## config.mk

```make
export PLATFORM = sky130hd
export DESIGN_NAME = dm_ring_controller
export DESIGN_NICKNAME = d
export VERILOG_FILES = /design/src/rtl/dm_ring_controller.sv
export SDC_FILE = /design/constraint.sdc
export NUM_CORES = 1
export LEC_CHECK = 0
export BUFFER_PORTS_ARGS = -buffer_cell sky130_fd_sc_hd__buf_2
export CORE_ASPECT_RATIO = 0.75
export CORE_MARGIN = 2
export CORE_UTILIZATION = 40
export DETAILED_ROUTE_END_ITERATION = 16
export HOLD_SLACK_MARGIN = 0.06
export PLACE_DENSITY_LB_ADDON = 0.12
export SLEW_MARGIN = 20
export SYNTH_ARGS = -nofsm -noshare
export SYNTH_HDL_FRONTEND = slang
export SYNTH_SLANG_ARGS = --single-unit
```

## constraint.sdc

```tcl
create_clock -name clk -period 2.3 [get_ports clk]
set_input_delay 0.115 -clock clk [delete_from_list [all_inputs] [get_ports clk]]
set_output_delay 0.115 -clock clk [all_outputs]
set_load 0.02 [all_outputs]
```

## src/rtl/dm_ring_controller.sv

```systemverilog
// rtl/dm_ring_controller.sv - AXI DataMover command/status sequencer: S2MM buffer ring plus MM2S single-buffer readback
module dm_ring_controller #(
    parameter int          ADDR_W    = 32,
    parameter int          BTT_W     = 23,
    parameter int          BUF_BYTES = 4096,
    parameter int          NUM_BUF   = 4,
    parameter logic [31:0] BASE_ADDR = 32'h0000_0000
) (
    input  logic        clk,
    input  logic        reset_n,
    input  logic        start,
    input  logic        loop,
    input  logic        stop,
    output logic        busy,
    output logic        done,
    output logic        buf_done,
    output logic [3:0]  last_buf,
    output logic [15:0] wrap_count,
    input  logic        rd_start,
    input  logic [3:0]  rd_buf,
    output logic        rd_busy,
    output logic        rd_done,
    output logic        err,
    output logic [7:0]  err_sts,
    output logic        m_axis_s2mm_cmdsts_aresetn,
    output logic        m_axis_mm2s_cmdsts_aresetn,
    output logic [71:0] S_AXIS_S2MM_CMD_tdata,
    output logic        S_AXIS_S2MM_CMD_tvalid,
    input  logic        S_AXIS_S2MM_CMD_tready,
    input  logic [7:0]  M_AXIS_S2MM_STS_tdata,
    input  logic        M_AXIS_S2MM_STS_tkeep,
    input  logic        M_AXIS_S2MM_STS_tlast,
    input  logic        M_AXIS_S2MM_STS_tvalid,
    output logic        M_AXIS_S2MM_STS_tready,
    output logic [71:0] S_AXIS_MM2S_CMD_tdata,
    output logic        S_AXIS_MM2S_CMD_tvalid,
    input  logic        S_AXIS_MM2S_CMD_tready,
    input  logic [7:0]  M_AXIS_MM2S_STS_tdata,
    input  logic        M_AXIS_MM2S_STS_tkeep,
    input  logic        M_AXIS_MM2S_STS_tlast,
    input  logic        M_AXIS_MM2S_STS_tvalid,
    output logic        M_AXIS_MM2S_STS_tready
);
    typedef enum logic [1:0] {S_IDLE, S_CMD, S_WAIT, S_HALT} s2mm_state_t;
    typedef enum logic [1:0] {R_IDLE, R_CMD, R_WAIT} mm2s_state_t;

    s2mm_state_t r_state, w_state_nxt;
    mm2s_state_t r_rd_state, w_rd_state_nxt;

    logic [1:0]  r_rst_sync;
    logic [3:0]  r_idx, w_idx_inc;
    logic        r_loop, r_stop_pend;
    logic [15:0] r_wrap;
    logic [3:0]  r_last_buf;
    logic        r_buf_done, r_done, r_rd_done;
    logic        r_err;
    logic [7:0]  r_err_sts;
    logic [71:0] r_s2mm_cmd, r_mm2s_cmd;

    logic w_start_ok, w_buf_good, w_buf_bad, w_done;
    logic w_rd_accept, w_rd_badidx, w_rd_sts, w_rd_bad;
    logic w_last_idx, w_finish, w_err_base;
    logic w_unused_sts;

    function automatic logic [71:0] f_cmd(input logic [3:0] idx);
        logic [ADDR_W-1:0] a;
        a = ADDR_W'(BASE_ADDR) + ADDR_W'(idx) * ADDR_W'(BUF_BYTES);
        return {4'b0, idx, a, 8'b0, 1'b1, BTT_W'(BUF_BYTES)};
    endfunction

    function automatic logic f_bad(input logic [7:0] s);
        return !s[7] || (|s[6:4]);
    endfunction

    assign w_unused_sts = &{M_AXIS_S2MM_STS_tkeep, M_AXIS_S2MM_STS_tlast,
                            M_AXIS_MM2S_STS_tkeep, M_AXIS_MM2S_STS_tlast};

    assign w_last_idx = (r_idx == 4'(NUM_BUF - 1));
    assign w_idx_inc  = w_last_idx ? 4'd0 : r_idx + 4'd1;
    assign w_finish   = r_stop_pend || stop || (!r_loop && w_last_idx);
    assign w_rd_bad   = f_bad(M_AXIS_MM2S_STS_tdata);

    always_comb begin
        w_state_nxt = r_state;
        w_start_ok  = 1'b0;
        w_buf_good  = 1'b0;
        w_buf_bad   = 1'b0;
        w_done      = 1'b0;
        case (r_state)
            S_IDLE, S_HALT: begin
                if (start) begin
                    w_start_ok  = 1'b1;
                    w_state_nxt = S_CMD;
                end
            end
            S_CMD: if (S_AXIS_S2MM_CMD_tready) w_state_nxt = S_WAIT;
            S_WAIT: begin
                if (M_AXIS_S2MM_STS_tvalid) begin
                    if (f_bad(M_AXIS_S2MM_STS_tdata)) begin
                        w_buf_bad   = 1'b1;
                        w_state_nxt = S_HALT;
                    end else begin
                        w_buf_good  = 1'b1;
                        w_state_nxt = S_CMD;
                        if (w_finish) begin
                            w_done      = 1'b1;
                            w_state_nxt = S_IDLE;
                            // Status is processed first, so the sequence is already idle and a coincident start may restart it
                            if (start) begin
                                w_start_ok  = 1'b1;
                                w_state_nxt = S_CMD;
                            end
                        end
                    end
                end
            end
            default: w_state_nxt = S_IDLE;
        endcase
    end

    always_comb begin
        w_rd_state_nxt = r_rd_state;
        w_rd_accept    = 1'b0;
        w_rd_badidx    = 1'b0;
        w_rd_sts       = 1'b0;
        case (r_rd_state)
            R_IDLE: begin
                if (rd_start) begin
                    if ({1'b0, rd_buf} >= 5'(NUM_BUF)) begin
                        w_rd_badidx = 1'b1;
                    end else begin
                        w_rd_accept    = 1'b1;
                        w_rd_state_nxt = R_CMD;
                    end
                end
            end
            R_CMD: if (S_AXIS_MM2S_CMD_tready) w_rd_state_nxt = R_WAIT;
            R_WAIT: begin
                if (M_AXIS_MM2S_STS_tvalid) begin
                    w_rd_sts       = 1'b1;
                    w_rd_state_nxt = R_IDLE;
                end
            end
            default: w_rd_state_nxt = R_IDLE;
        endcase
    end

    assign w_err_base = w_start_ok ? 1'b0 : r_err;

    always_ff @(posedge clk or negedge reset_n) begin
        if (!reset_n) begin
            r_rst_sync  <= 2'b00;
            r_state     <= S_IDLE;
            r_rd_state  <= R_IDLE;
            r_idx       <= 4'd0;
            r_loop      <= 1'b0;
            r_stop_pend <= 1'b0;
            r_wrap      <= 16'd0;
            r_last_buf  <= 4'd0;
            r_buf_done  <= 1'b0;
            r_done      <= 1'b0;
            r_rd_done   <= 1'b0;
            r_err       <= 1'b0;
            r_err_sts   <= 8'd0;
            r_s2mm_cmd  <= 72'd0;
            r_mm2s_cmd  <= 72'd0;
        end else begin
            r_rst_sync <= {r_rst_sync[0], 1'b1};
            r_state    <= w_state_nxt;
            r_rd_state <= w_rd_state_nxt;
            r_buf_done <= w_buf_good;
            r_done     <= w_done;
            r_rd_done  <= w_rd_sts;
            if (w_buf_good) r_last_buf <= r_idx;
            if (w_start_ok) begin
                r_idx       <= 4'd0;
                r_wrap      <= 16'd0;
                r_loop      <= loop;
                r_stop_pend <= 1'b0;
                r_s2mm_cmd  <= f_cmd(4'd0);
            end else begin
                if (stop && (r_state == S_CMD || r_state == S_WAIT)) r_stop_pend <= 1'b1;
                if (w_buf_good) begin
                    r_idx      <= w_idx_inc;
                    r_s2mm_cmd <= f_cmd(w_idx_inc);
                    if (w_last_idx && r_wrap != 16'hFFFF) r_wrap <= r_wrap + 16'd1;
                end
            end
            if (w_rd_accept) r_mm2s_cmd <= f_cmd(rd_buf);
            r_err <= w_err_base || w_buf_bad || w_rd_badidx || (w_rd_sts && w_rd_bad);
            // Only the first error since the last start is recorded; S2MM wins a same-cycle tie
            if (!w_err_base) begin
                if (w_buf_bad)                r_err_sts <= M_AXIS_S2MM_STS_tdata;
                else if (w_rd_sts && w_rd_bad) r_err_sts <= M_AXIS_MM2S_STS_tdata;
                else if (w_rd_badidx)         r_err_sts <= 8'h10;
            end
        end
    end

    assign busy                       = (r_state != S_IDLE);
    assign done                       = r_done;
    assign buf_done                   = r_buf_done;
    assign last_buf                   = r_last_buf;
    assign wrap_count                 = r_wrap;
    assign rd_busy                    = (r_rd_state != R_IDLE);
    assign rd_done                    = r_rd_done;
    assign err                        = r_err;
    assign err_sts                    = r_err_sts;
    assign m_axis_s2mm_cmdsts_aresetn = r_rst_sync[1];
    assign m_axis_mm2s_cmdsts_aresetn = r_rst_sync[1];
    assign S_AXIS_S2MM_CMD_tdata      = r_s2mm_cmd;
    assign S_AXIS_S2MM_CMD_tvalid     = (r_state == S_CMD);
    assign M_AXIS_S2MM_STS_tready     = 1'b1;
    assign S_AXIS_MM2S_CMD_tdata      = r_mm2s_cmd;
    assign S_AXIS_MM2S_CMD_tvalid     = (r_rd_state == R_CMD);
    assign M_AXIS_MM2S_STS_tready     = 1'b1;
endmodule

```

# Word-level counts from Yosys, hierarchy flattened
# Cells that the tools add are included.
[word_totals]
reg_bits = 126
latchBits = 0
ramBits = 0
romBits = 0
input_bits = 34
n_memories = 0
[classes]
n_addsub = 2
multipliers = 0
div = 0
order_cmp = 1
eq_ne = 14
n_shift = 0
muxes = 49
bitwise_logic = 1
reduce_logical = 30
[ops]
columns = ["op", "n"]
rows = [
  ["$mux W72", 2],
  ["$mux W16", 3],
  ["$mux W1", 27],
  ["$mux W8", 3],
  ["$add A16 B1 Y16 const B", 1],
  ["$mux W2", 8],
  ["$ne A16 B16 Y1 const B", 1],
  ["$mux W4", 3],
  ["$pmux W2 S3", 2],
  ["$ne A2 B2 Y1 const B", 5],
  ["$reduce_bool A2 Y1", 5],
  ["$logic_or A1 B1 Y1", 8],
  ["$eq A2 B2 Y1 const B", 3],
  ["$reduce_or A3 Y1", 2],
  ["$add A4 B1 Y4 const B", 1],
  ["$eq A2 B1 Y1 const B", 2],
  ["$eq A4 B2 Y1 const B", 1],
  ["$ge A4 B3 Y1 const B", 1],
  ["$logic_and A1 B1 Y1", 4],
  ["$logic_not A2 Y1", 2],
  ["$ne A2 B1 Y1 const B", 2],
  ["$reduce_and A2 Y1", 2],
  ["$reduce_and A4 Y1", 1],
  ["$logic_not A1 Y1", 3],
  ["5 further kinds", 5],
]

# Logic depth before layout (Yosys ltp)
[depth]
depth_word = 11
mapped_depth = 8

# Worst setup path before layout
# OpenSTA, ideal clock, no wires.
[synth_timing]
path_type = "reg-to-reg"
start = "register r_state[0]"
end = "register r_err_sts[0] (netlist: err_sts[0])"
arrival_time_ps = 2085
required_ps = 2175
path_slack_ps = 90
path_stages_with_launch = 8
n_path_buf = 1
period_less_slack_ps = 2210
path_cell_list = "dfrtp_1 inv_1 ha_1 or3b_1 buf_1 and2_1 a22oi_2 mux2_2"
[synth_via]
elab_chain_cells = 6
elab_cells_between_ends = 11
cone_classes = "2 x eq/ne; 4 x mux; 1 x bitwise; 4 x reduce/logical"
[synth_lines]
columns = ["element", "line_no", "source"]
rows = [
  ["start: declaration", "47", "s2mm_state_t r_state, w_state_nxt;"],
  ["start signal: assignment", "169", "r_state <= w_state_nxt;"],
  ["$eq A2 B2 Y1 / $logic_not A2 Y1 (equally long branches)", "89", "case (r_state)"],
  ["$reduce_or A2 Y1", "89", ""],
  ["$pmux W1 S2", "89", ""],
  ["$mux W1", "148", "assign w_err_base = w_start_ok ? 1'b0 : r_err;"],
  ["$not A1 Y1 (no source line)", "n/a", ""],
  ["$reduce_and A2 Y1 (no source line)", "n/a", ""],
  ["end signal: assignment", "193", "if (w_buf_bad) r_err_sts <= M_AXIS_S2MM_STS_tdata;"],
  ["end signal: assignment", "194", "else if (w_rd_sts && w_rd_bad) r_err_sts <= M_AXIS_MM2S_STS_tdata;"],
  ["end: declaration", "57", "logic [7:0] r_err_sts;"],
]
# Parallel ways exist; a longest one is shown, timed or not.
# A chain may end at the register's enable or synchronous reset.

# Worst setup path after layout
[layout_timing]
start = "register r_state[0]"
end = "register r_err_sts[5] (netlist: err_sts[5])"
# Same word-level chain as after synthesis.

==> flow_summary.ini <==
[logic_synthesis]
synth_edf_count = 0
synthArstFlopShare = 1.000
netlist_instances = 392
yosys.cell_types.count = 51
yosys.area.top_type = dfrtp_1
yosysTopAreaCellShare = 0.3505
yosysSeqAreaShare = 0.3505
synth_top_cells_by_area = dfrtp_1, buf_4, mux2_2, nand2_1, a21oi_1
synth_area_sq_um = 3570
synth_flop_cell = dfrtp_1
yosysWarningCount = 0
syn-mean-instance-area_sq_um = 9.106
synth_seq_cells = 50

[critical_path]
rr_startpoint = r_state[0]$_DFFE_PN0P_
end_kind = flop
crit_arrival_ps = 2360
cp_data_required_time_ps = 2470
crit_type = flop to flop
r2r_slack_ps = 120
cp-start-kind = flop
r2r_cells = 7
r2r_end = err_sts[5]$_DFFE_PN0P_
crit_start = r_state[0]$_DFFE_PN0P_
cp_max_fo = 8

[power_and_ir_drop]
total_power_mw = 2.799
power_per_cell_area_nw_per_um2 = 710.7
leakagePower_nw = 2.080
vdd_drop_max_v = 0.0004384

[clock_tree]
insertion_delay_ps = 290
clk_pin_slew_ps = 70
cts.path.max_buffers = 2
cts_tree = done
cts_sinks = 50
htreeDepth = 2
clock-root-buffer = clkbuf_16
cts_made_buffers = 5

[detailed_routing]
dr.pass1.iters = 11
drtIter0Drc = 76
postRouteAntennaNets = 0
wl_um = 7413
post_drt_wl_per_cell_um = 12.31
vias_per_cell = 4.362
num_vias = 2626
drcViolationCount = 10

[min_path]
min_to = r_stop_pend$_DFFE_PN0P_
min_from = stop
whs_path_depth = 3
min_path_type = input pin to flop

[global_route]
busiest_layer = met2
grt_max_degree = 51
overflow = 0
use_met3 = 0.03675
grt_util_met2 = 0.2237
grt_pass1_vias = 2255
antenna_found_initial = 0
grt_usage = 0.1457
grtUsageMet1 = 0.2133
grt_pass1_wl_um = 11430

[timing]
setup-tns-final_ps = 0
finalMaxSlewViolations = 0
hold_slack_ps = 110.3
rsz0062_at_grt = false
slew_headroom = 0.5604
post-route-period-util = 0.9490
max_freq_mhz = 458.2
skew_ps = 8.309
hold_viol = 0
finalSetupViolCount = 0
worst_pin_slew_ps = 659.4
finalCriticalPeriod_ps = 2183

[die]
die_h_um = 85.81
core_sq_um = 8563
die_w_um = 113.1
num_rows = 29
io_pins = 218
start_util = 0.4169
die-area_sq_um = 9703

[finish]
utilization = 0.4598
nFillCells = 894
layout_common_cells = conb_1, buf_2, dfrtp_1
final_common_cell = conb_1
final_cells = 602
drive_gt1_frac = 0.2814
syn_to_final_growth_pct = 10.31
final_nets = 532
antenna_cells = 0

[outcome]
violations = design-rule violations
status = finished, violations left

[placement]
dpl.hpwl_um = 5660
dpl.cell_count = 585
gp_congestion = 0.8443
port_buffers = 87

[flow_run]
maxCapViolCount = 0
[flip-flops by register name (all words and copies together), names as in the netlist, 2 cells and up]
signal,cells
wrap_count,16
err_sts,8
S_AXIS_MM2S_CMD_tdata,5
last_buf,4
r_idx,3
S_AXIS_S2MM_CMD_tdata,2
r_rd_state,2
r_rst_sync,2
r_state,2
[cell usage after synthesis, types with 5 or more instances]
master and count:
and2_1 7, o2bb2ai_1 5, inv_1 8, mux2_2 11, nor2_1 8, o21ai_0 15, nand4_1 6, or3_1 5
a21oi_1 18, buf_4 137, dfrtp_1 50, ha_1 5, nand2_1 32, o31ai_1 8, nand3_1 11, or4_1 8
[what timing repair did]
item / in CTS / in global routing
endpoints found under the hold margin: 55 / 0
resized for setup: 0 / 3
hold buffers: 7 / 0
setup endpoints to repair: 0 / 13
buffers inserted: 0 / 2
[worst max-delay path, cell delays in order (launching register included)]
cell and delay (ps):
dfrtp_1 370, inv_1 70, ha_1 340, or3b_1 420, and2_1 190, a22oi_2 140
buf_4 200, mux2_2 340
[how the worst max path moves through the flow]
stage | slack [ps] | depth (start not counted) | to
final | 120 | 7 | err_sts[5]$_DFFE_PN0P_
after CTS | 90 | 7 | wrap_count[10]$_DFFE_PN0P_
after global placement | 130 | 7 | wrap_count[10]$_DFFE_PN0P_
after floorplan | 90 | 7 | err_sts[0]$_DFFE_PN0P_
after detailed placement | 130 | 7 | err_sts[5]$_DFFE_PN0P_
after global routing | 20 | 7 | err_sts[2]$_DFFE_PN0P_
[where the power goes]
group | total [mW] | switching [mW] | internal [mW]
clock network | 0.746 | 0.342 | 0.404
registers | 1.05 | 0.0624 | 0.990
logic | 1.00 | 0.661 | 0.339
total | 2.80 | 1.07 | 1.73
[metal layers]
| metal | wire (um) | vias up |
|---|---|---|
| li1 | - | 1292 |
| met1 | 3531 | 1236 |
| met3 | 478 | 3 |
| met5 | 0 | - |
| met4 | 21 | 0 |
| met2 | 3381 | 95 |
[stage by stage]
| stage | setup WS (ps) | instance area (sq um) |
|---|---|---|
| final | 117.3 | 3938 |
| after global routing | 19.20 | 3938 |
| after CTS | 92.27 | 3909 |
| after detailed placement | 129.1 | 3692 |
| after global placement | 127.7 | 3692 |
| after floorplan | 89.97 | 4039 |
[final cells by class]
class	instances	area (sq um)	area share
Sequential cell	50	1251	0.3178
Tap cell	108	135.1	0.03432
Inverter	9	33.78	0.008580
Timing Repair Buffer	115	663.1	0.1684
Multi-Input combinational cell	312	1708	0.4337
Clock inverter	3	21.27	0.005402
Clock buffer	5	125.1	0.03178
[cells by family (layout without fill, tap and decap cells)]
logic type,Yosys count,in the layout,synth area share
AO/OA/AOI/OAI,59,59,0.1052
XOR/XNOR,1,1,0.002454
flip-flops,50,50,0.3505
AND/OR/NAND/NOR,106,106,0.1710
multiplexers,14,14,0.04311
adder cells (fa/ha/maj),5,5,0.01753
other,2,127,0.002104
buffers and inverters,155,132,0.3081
Power figures use the tool's default switching activity.
